$ cat src/rtl/note_sequencer.sv
// note_sequencer: table-driven melody player feeding the clock divider's divisor.
// Steps through a writable table of {divisor, beats} entries. Each entry's
// divisor is held for beats*CYCLES_PER_BEAT cycles, followed by GAP_CYCLES
// cycles with tone_en low. A divisor of 0 is a rest. A beats value of 0 marks
// the end of the song.
//
// Ports:
//   clock, reset          rising-edge clock, synchronous active-high reset
//   start, stop           begin playback from entry 0 / abort to idle (stop wins)
//   wr_en, wr_addr,
//   wr_divisor, wr_beats  table write port, accepted in any state
//   divisor, tone_en      divisor to the clock divider, tone gate for the output stage
//   busy, done, note_idx  status: playing or in a gap, end-of-song pulse, current entry
//
// Optional feature: define NOTE_SEQUENCER_LOOP_EN to restart from entry 0 at
// the end of the song instead of pulsing done.
module note_sequencer #(
  parameter int unsigned DIV_W           = 32,
  parameter int unsigned DEPTH           = 8,
  parameter int unsigned BEAT_W          = 8,
  parameter int unsigned CYCLES_PER_BEAT = 12500000,
  parameter int unsigned GAP_CYCLES      = 0
) (
  input  logic                     clock,
  input  logic                     reset,
  input  logic                     start,
  input  logic                     stop,
  input  logic                     wr_en,
  input  logic [$clog2(DEPTH)-1:0] wr_addr,
  input  logic [DIV_W-1:0]         wr_divisor,
  input  logic [BEAT_W-1:0]        wr_beats,
  output logic [DIV_W-1:0]         divisor,
  output logic                     tone_en,
  output logic                     busy,
  output logic                     done,
  output logic [$clog2(DEPTH)-1:0] note_idx
);

  localparam int unsigned AW       = $clog2(DEPTH);
  localparam int unsigned CYC_W    = (CYCLES_PER_BEAT > 1) ? $clog2(CYCLES_PER_BEAT) : 1;
  localparam int unsigned GAP_W    = (GAP_CYCLES > 1) ? $clog2(GAP_CYCLES) : 1;
  localparam int unsigned CYC_LAST = CYCLES_PER_BEAT - 1;
  localparam int unsigned GAP_LAST = (GAP_CYCLES > 0) ? GAP_CYCLES - 1 : 0;
  localparam int unsigned IDX_LAST = DEPTH - 1;

  typedef enum logic [1:0] {
    S_IDLE = 2'd0,
    S_PLAY = 2'd1,
    S_GAP  = 2'd2,
    S_DONE = 2'd3
  } state_e;

  state_e              state_q, state_d;
  logic [DIV_W-1:0]    tbl_div_q   [DEPTH];
  logic [DIV_W-1:0]    tbl_div_d   [DEPTH];
  logic [BEAT_W-1:0]   tbl_beats_q [DEPTH];
  logic [BEAT_W-1:0]   tbl_beats_d [DEPTH];
  logic [DIV_W-1:0]    divisor_q, divisor_d;
  logic                tone_en_q, tone_en_d;
  logic                busy_q, busy_d;
  logic                done_q, done_d;
  logic [AW-1:0]       note_idx_q, note_idx_d;
  logic [BEAT_W-1:0]   cur_beats_q, cur_beats_d;
  logic [BEAT_W-1:0]   beat_q, beat_d;
  logic [CYC_W-1:0]    cyc_q, cyc_d;
  logic [GAP_W-1:0]    gap_q, gap_d;

  logic                advance;
  logic                song_end;
  logic                do_load;
  logic                goto_done;
  logic [AW-1:0]       load_idx;
  logic [AW-1:0]       next_idx;

  // State, table and output registers.
  always_ff @(posedge clock) begin
    if (reset) begin
      state_q     <= S_IDLE;
      tbl_div_q   <= '{default: '0};
      tbl_beats_q <= '{default: '0};
      divisor_q   <= '0;
      tone_en_q   <= 1'b0;
      busy_q      <= 1'b0;
      done_q      <= 1'b0;
      note_idx_q  <= '0;
      cur_beats_q <= '0;
      beat_q      <= '0;
      cyc_q       <= '0;
      gap_q       <= '0;
    end else begin
      state_q     <= state_d;
      tbl_div_q   <= tbl_div_d;
      tbl_beats_q <= tbl_beats_d;
      divisor_q   <= divisor_d;
      tone_en_q   <= tone_en_d;
      busy_q      <= busy_d;
      done_q      <= done_d;
      note_idx_q  <= note_idx_d;
      cur_beats_q <= cur_beats_d;
      beat_q      <= beat_d;
      cyc_q       <= cyc_d;
      gap_q       <= gap_d;
    end
  end

  // Next-state, table update and output computation.
  always_comb begin
    state_d     = state_q;
    tbl_div_d   = tbl_div_q;
    tbl_beats_d = tbl_beats_q;
    divisor_d   = divisor_q;
    tone_en_d   = tone_en_q;
    busy_d      = busy_q;
    done_d      = 1'b0;
    note_idx_d  = note_idx_q;
    cur_beats_d = cur_beats_q;
    beat_d      = beat_q;
    cyc_d       = cyc_q;
    gap_d       = gap_q;
    advance     = 1'b0;
    song_end    = 1'b0;
    do_load     = 1'b0;
    goto_done   = 1'b0;
    load_idx    = '0;
    next_idx    = note_idx_q + AW'(1);

    if (wr_en) begin
      tbl_div_d[wr_addr]   = wr_divisor;
      tbl_beats_d[wr_addr] = wr_beats;
    end

    case (state_q)
      S_IDLE: begin
        if (start) begin
          do_load  = 1'b1;
          load_idx = '0;
        end
      end
      S_PLAY: begin
        if (cyc_q == CYC_W'(CYC_LAST)) begin
          cyc_d = '0;
          if (beat_q == (cur_beats_q - BEAT_W'(1))) begin
            beat_d = '0;
            if (GAP_CYCLES > 0) begin
              state_d   = S_GAP;
              tone_en_d = 1'b0;
              gap_d     = '0;
            end else begin
              advance = 1'b1;
            end
          end else begin
            beat_d = beat_q + BEAT_W'(1);
          end
        end else begin
          cyc_d = cyc_q + CYC_W'(1);
        end
      end
      S_GAP: begin
        if (gap_q == GAP_W'(GAP_LAST)) begin
          advance = 1'b1;
        end else begin
          gap_d = gap_q + GAP_W'(1);
        end
      end
      S_DONE: begin
        state_d    = S_IDLE;
        note_idx_d = '0;
      end
      default: begin
        state_d = S_IDLE;
      end
    endcase

    // Song ends on the last table slot or when the following entry is empty.
    if (advance) begin
      if ((note_idx_q == AW'(IDX_LAST)) || (tbl_beats_q[next_idx] == '0)) begin
        song_end = 1'b1;
      end else begin
        do_load  = 1'b1;
        load_idx = next_idx;
      end
    end

    if (song_end) begin
`ifdef NOTE_SEQUENCER_LOOP_EN
      do_load  = 1'b1;
      load_idx = '0;
`else
      goto_done = 1'b1;
`endif
    end

    // Latch the entry so later writes cannot disturb the note in progress.
    if (do_load) begin
      if (tbl_beats_q[load_idx] == '0) begin
        goto_done = 1'b1;
      end else begin
        state_d     = S_PLAY;
        note_idx_d  = load_idx;
        divisor_d   = tbl_div_q[load_idx];
        tone_en_d   = (tbl_div_q[load_idx] != '0);
        busy_d      = 1'b1;
        cur_beats_d = tbl_beats_q[load_idx];
        cyc_d       = '0;
        beat_d      = '0;
      end
    end

    if (goto_done) begin
      state_d   = S_DONE;
      done_d    = 1'b1;
      busy_d    = 1'b0;
      tone_en_d = 1'b0;
      divisor_d = '0;
    end

    if ((state_q == S_DONE) || stop) begin
      divisor_d = '0;
      tone_en_d = 1'b0;
      busy_d    = 1'b0;
    end

    // Abort overrides everything except reset; the table is left alone.
    if (stop) begin
      state_d    = S_IDLE;
      done_d     = 1'b0;
      note_idx_d = '0;
      cyc_d      = '0;
      beat_d     = '0;
      gap_d      = '0;
    end
  end

  assign divisor  = divisor_q;
  assign tone_en  = tone_en_q;
  assign busy     = busy_q;
  assign done     = done_q;
  assign note_idx = note_idx_q;

endmodule

$ cat config.mk
export PLATFORM = sky130hd
export DESIGN_NAME = note_sequencer
export DESIGN_NICKNAME = d
export VERILOG_FILES = /design/src/rtl/note_sequencer.sv
export SDC_FILE = /design/constraint.sdc
export NUM_CORES = 1
export LEC_CHECK = 0
export CORE_MARGIN = 2
export CORE_UTILIZATION = 42
export CTS_CLUSTER_DIAMETER = 120
export DETAILED_ROUTE_END_ITERATION = 8
export PLACE_DENSITY = 0.7
export SYNTH_ARGS = -nofsm -noshare
export SYNTH_HDL_FRONTEND = slang
export SYNTH_SLANG_ARGS = --single-unit
export TNS_END_PERCENT = 1
$ cat constraint.sdc
create_clock -name clock -period 3.6 [get_ports clock]
set_clock_uncertainty 0.05 [all_clocks]
set_input_delay 0.54 -clock clock [delete_from_list [all_inputs] [get_ports clock]]
set_output_delay 0.54 -clock clock [all_outputs]
set_load 0.01 [all_outputs]
Word level (Yosys, flattened, before mapping)
Cells that the tools add are included.

Register bits after elaboration: 401. Bits of input ports: 48. Output and inout bits: 38. Word-level logic and storage cells: 103.

Add/subtract/negate cells: 5. Order comparisons: 4. Equality and inequality tests: 6. Multiplexer cells: 48. Bitwise logic cells: 4. Reduce and logical (&&, ||, !) cells: 10.

Operator list (count): 256-bit bitwise mux (1); 32-bit binary-select mux with 3-bit select (1); 32-bit demux with 3-bit select (1); 24-bit two-way mux (4); 32-bit two-way mux (3); 8-bit two-way mux (10); 64-bit bitwise mux (1); 8-bit binary-select mux with 3-bit select (2); 32-bit nonzero test (1); 24-bit by 1-bit adder with 24-bit output, second input constant (1); 8-bit demux with 3-bit select (1); 24-bit equality test, second input constant (1); 8-bit zero test (2); 3-bit two-way mux (5); 1-bit two-way mux (14); 4-bit greater-or-equal comparator, second input constant (3); 3-bit inverter with 4-bit output (3); 8-bit by 1-bit adder with 8-bit output, second input constant (1); 8-bit equality test (1); 2-bit two-way mux (4); 8-bit by 1-bit subtractor with 8-bit output, second input constant (1); 2-bit equality test, second input constant (2); 4-bit by 1-bit < comparator with 1-bit output, second input constant (1); 3-bit by 1-bit adder with 3-bit output, second input constant (1); other kinds (11) (12).

Logic depth before layout (Yosys ltp)
Depth in word-level cells: 17. Gate-level depth with buffers: 17.

Worst setup path after synthesis
Ideal clock, no wire load.

Path type: register to register. Start: register note_idx_q[0] (netlist: note_idx[0]). End: register divisor_q[18] (netlist: divisor[18]). Setup time: 0.127 ns. Arrival time: 3.749 ns. Data required time: 3.423 ns. Path slack: -0.326 ns. Stages on the path, launching flop included: 16. Path buffers: 2. Cells stage by stage: dfxtp_1 > ha_1 > ha_1 > buf_2 > nor2b_1 > nand4_1 > nand4_1 > nor3_1 > o21ai_4 > o22a_1 > or4_1 > a221oi_2 > nand2_1 > o211ai_2 > buf_2 > a211oi_1.

Longest elaborated chain between the ends: 17.

RTL lines: from (decl) (line 62) `logic [AW-1:0] note_idx_q, note_idx_d;`; from (signal assigned) (line 98) `note_idx_q <= note_idx_d;`; 3-bit by 1-bit adder with 3-bit output (line 125) `next_idx = note_idx_q + AW'(1);`; 3-bit inverter with 4-bit output (not written as such) (line 176) `if ((note_idx_q == AW'(IDX_LAST)) || (tbl_beats_q[next_idx] == '0)) begin`; 8-bit binary-select mux with 3-bit select (line 176); 8-bit two-way mux (not written as such) (2 in series) (line 176); 8-bit zero test (line 176); 1-bit logical OR (line 176); 3-bit two-way mux (line 176); 3-bit two-way mux (line 175) `if (advance) begin`; 3-bit inverter with 4-bit output (not written as such) (line 195, 200); 8-bit binary-select mux with 3-bit select (line 195) `if (tbl_beats_q[load_idx] == '0) begin`; 8-bit two-way mux (not written as such) (2 in series) (line 195); 8-bit zero test (line 195); 1-bit two-way mux (line 195); 1-bit two-way mux (line 194) `if (do_load) begin`; 3-bit OR reduction (no source line); to (signal assigned) (line 94) `divisor_q <= divisor_d;`; to (decl) (line 58) `logic [DIV_W-1:0] divisor_q, divisor_d;`.

Parallel ways exist; a longest one is shown, timed or not. The select of a mux whose other input is x is not followed. A chain may end at the register's enable or synchronous reset.

Worst setup path after layout
Start: register cur_beats_q[5]. End: register tone_en_q (netlist: tone_en).

Longest elaborated chain between the ends: 14.

RTL lines: from (decl) (line 63) `logic [BEAT_W-1:0] cur_beats_q, cur_beats_d;`; from (signal assigned) (line 99) `cur_beats_q <= cur_beats_d;`; 8-bit by 1-bit subtractor with 8-bit output * (line 142) `if (beat_q == (cur_beats_q - BEAT_W'(1))) begin`; 8-bit equality test * (line 142); 1-bit two-way mux * (line 142); 1-bit two-way mux * (line 140) `if (cyc_q == CYC_W'(CYC_LAST)) begin`; 1-bit case mux with 2 select lines * (line 132) `case (state_q)`; 3-bit two-way mux (line 175); 3-bit inverter with 4-bit output (not written as such) (line 195, 201); 8-bit binary-select mux with 3-bit select (line 195); 8-bit two-way mux (not written as such) (2 in series) (line 195); 8-bit zero test (line 195); 1-bit two-way mux (line 195); 1-bit two-way mux (line 194); 3-bit OR reduction (no source line); to (signal assigned) (line 95) `tone_en_q <= tone_en_d;`; to (decl) (line 59) `logic tone_en_q, tone_en_d;`.

Every way passes the cells marked *; elsewhere a longest branch is shown, timed or not. The select of a mux whose other input is x is not followed.

==> run metrics <==
status=complete, but fails checks; failing checks=setup timing; initial antenna violation count=4; CTS tree=built; root buffer cell=clkbuf_16; vias per cell=~5.7; clock sink total=400; Int Pwr=around 7400 uW; Hold Crit Class=input pin to flip-flop; required time worst endpoint=approximately 4 ns; largest net degree at the start of global routing=around 220; initial core utilization=a little over two fifths; Nets=2,621; mux contribution to synthesized area=between 4 and 5%; CORE AREA=0.0429 sq mm; grt peak-use layer=met2; Final Critical Period=between 3 and 4 ns; layout cells sized above 1=14.4%; met1 Use GR=between 30 and 40%; setup violators final=78; Initial DRC Count=2,191; Remaining Overflow, GRT=0; unrepaired setup endpoints after global routing=yes; Worst-Margin Slew=1.20 ns; switching portion of total power=25.0%; Max-cap violations=0; Seq pwr share=about 46%; Placer Congestion=between 0.9 and 1; n_diodes=0; Gate Count Post-Synth=about 2,400; nature of the critical path startpoint=flip-flop; Post-Syn Area=about 0.018 sq mm; Simple-Gate Fraction of Synth Area=about a quarter; syn_area_per_cell=~7.5 sq um; final worst slack=-0.277 ns; Crit Path Max Fanout=10; port bufs=85; Power Density=approximately 440 mW/mm^2; worst setup path class=flip-flop to flip-flop; Top Ports=86; reg-to-reg setup timing slack=-0.28 ns; worst vdd ir=between 0.2 and 0.3 mV; Synth Net Count=approximately 2,500; Die W=about 210 um; largest family of logic cells by synthesized area=simple AND/OR/NAND/NOR gates; routing usage on met3=approximately 6.8%; Post-DP HPWL=42,600 um; TritonCTS buffer count=43; Post-synth EDFFs=0; ys flop type=dfxtp_1; row count=76; met2 global-route usage=between 40% and 50%; Clock Latency Late Sink=between 0.5 and 0.6 ns; Synth-to-Final Area Change=23.5%; Pwr Total=9920 uW; Vias=roughly 18,000; commonest cells after routing, fill and taps aside=nand2_1 (735), dfxtp_1 (395), a21oi_1 (373); achievable frequency=0.258 GHz; clock network fraction of total power=44.3%; Tot GR Track Use=between 20% and 30%; H-Tree Depth=2; adder-cell area share of the yosys netlist=less than 1%; first-pass GRT wire length=98,900 um; die area=0.0450 sq mm; final hold viol count=0; crit end category=flip-flop; asr flop ratio synth=0%; Max clock buf depth=3; #FFs+latches synth=400; TritonRoute pass-1 iters=6; NetSw=~2500 uW; Slew Limit Headroom=approximately a fifth; final wirelength=approximately 66,000 um; Max Slew Vio Count=0; most common cell after layout, fill and taps aside=nand2_1; hold buffers post-CTS=0; Final ANT Viol Nets=0; Synth Area in Compound Gates=between 10% and 20%; combinational fraction of design power=under 10%; sequential share of the synthesized area=a little over two fifths; post-synthesis xor/xnor area fraction=approximately 1.9%; DRC=0; Clk pin slew, worst setup/hold paths=around 0.060 ns; Tcrit/Tclk final=108%; Yosys cell types=76; vias in the first global route=roughly 17,000; YS warnings=0; wire per inst=about 21 um; setup tns final=-17.75 ns; leak pwr=0.00780 uW; Worst EP arrival=4.29 ns; chip height=roughly 210 um
-- power by group through the flow --
stage / combinational (uW) / sequential, uW / clock, uW
after floorplan: 519 / 4650 / 0
after global placement: 856 / 4660 / 0
after detailed placement: 869 / 4660 / 0
after CTS: 906 / 4570 / 4430
after global routing: 1020 / 4580 / 4620
final: 956 / 4570 / 4390
-- cell families after synthesis --
kind of cell             after synthesis
multiplexers                          87
AND/OR/NAND/NOR                     1067
flip-flops                           400
adder cells (fa/ha/maj)               11
AO/OA/AOI/OAI                        579
XOR/XNOR                              38
buffers and inverters                235
-- flip-flops by register name (all words and copies together), names as in the netlist --
register and flops:
beat_q 8, divisor 32, tone_en 1, busy 1, cur_beats_q 8, tbl_div_q 256, tbl_beats_q 64, note_idx 3
done 1, state_q 2, cyc_q 24
-- path summary, 6_finish.rpt --
check                                                 start  cells past startpoint                     endpoint
worst max-delay path            cur_beats_q[5]$_SDFFE_PP0P_                     14         tone_en$_SDFFE_PP0P_
worst min-delay path                                  reset                      2  cur_beats_q[6]$_SDFFE_PP0P_
worst max register to register  cur_beats_q[5]$_SDFFE_PP0P_                     14         tone_en$_SDFFE_PP0P_
worst min register to register   tbl_div_q[17]$_SDFFE_PP0P_                      2   tbl_div_q[17]$_SDFFE_PP0P_
-- worst max-delay path, stage by stage (launching register included) --
cell      delay (ns)
dfxtp_2         0.32
or4_4           0.53
o211ai_1        0.21
a21oi_2         0.11
o211a_4         0.31
buf_4           0.16
o21ai_2         0.31
buf_4           0.25
buf_4           0.21
o211ai_1        0.13
a32oi_2         0.33
o211ai_1        0.23
nor4_1          0.27
and4_1          0.24
a211oi_1        0.07
-- per-layer routing --
layer	wire (um)	up-vias
met3	6860	193
met2	29000	951
met4	2480	4
met5	23	-
li1	-	8461
met1	27300	8584
-- stage by stage --
stage | instances | util [%] | hold slack [ns] | worst slack (ns) | area, sq um
5_1_grt | 3176 | 52.4 | 0.400 | -0.495 | 22500
3_5_place_dp | 3083 | 48.4 | 0.393 | -0.395 | 20700
2_1_floorplan | 2417 | - | 0.381 | 0.00213 | 18300
4_1_cts | 3168 | 52.0 | 0.370 | -0.299 | 22300
3_3_place_gp | 3083 | 48.4 | 0.388 | -0.370 | 20700
6_report | 3176 | 52.4 | 0.368 | -0.277 | 22500
-- synthesized netlist by cell type, drive strengths merged (5+ instances only) --
library cell  count  share of area [%]
nand4            16               0.55
o22a              7               0.34
o211ai           26                1.1
nand2b            7               0.24
o21ai            33               0.97
nor4             17               0.58
a221oi            5               0.27
a21oi           375                 10
a211oi           31                1.3
xor2             22                1.1
mux2             15               0.93
ha               11               0.76
nor2            161                3.3
clkbuf          186                4.1
and3             10               0.34
nand2           735                 15
o2bb2ai           6               0.29
and4              8               0.38
or3               9               0.31
xnor2            15               0.72
buf              25               0.69
mux2i            72                4.0
nor3             21               0.58
o221ai            8               0.38
dfxtp           400                 44
inv              22               0.45
nand3            49                1.3
nor3b             6               0.25
a311oi            6               0.29
o22ai            28               0.96
nor2b            11               0.38
-- area by class of cell --
cell class	instances	area, sq um
Timing Repair Buffer	311	2720
Clock inverter	11	128
Multi-Input combinational cell	1782	9550
Inverter	24	90.1
Tap cell	585	732
Sequential cell	400	8010
Fill cell	4066	20400
Clock buffer	63	1250
-- repair_timing --
item / CTS / global route
gates resized for setup: 19 / 21
endpoints found under the hold margin: 0 / 0
pin swaps: 19 / 23
buffers inserted: 10 / 5
gates cloned: 1 / 3
setup endpoints to repair: 79 / 79
Power figures use the tool's default switching activity.
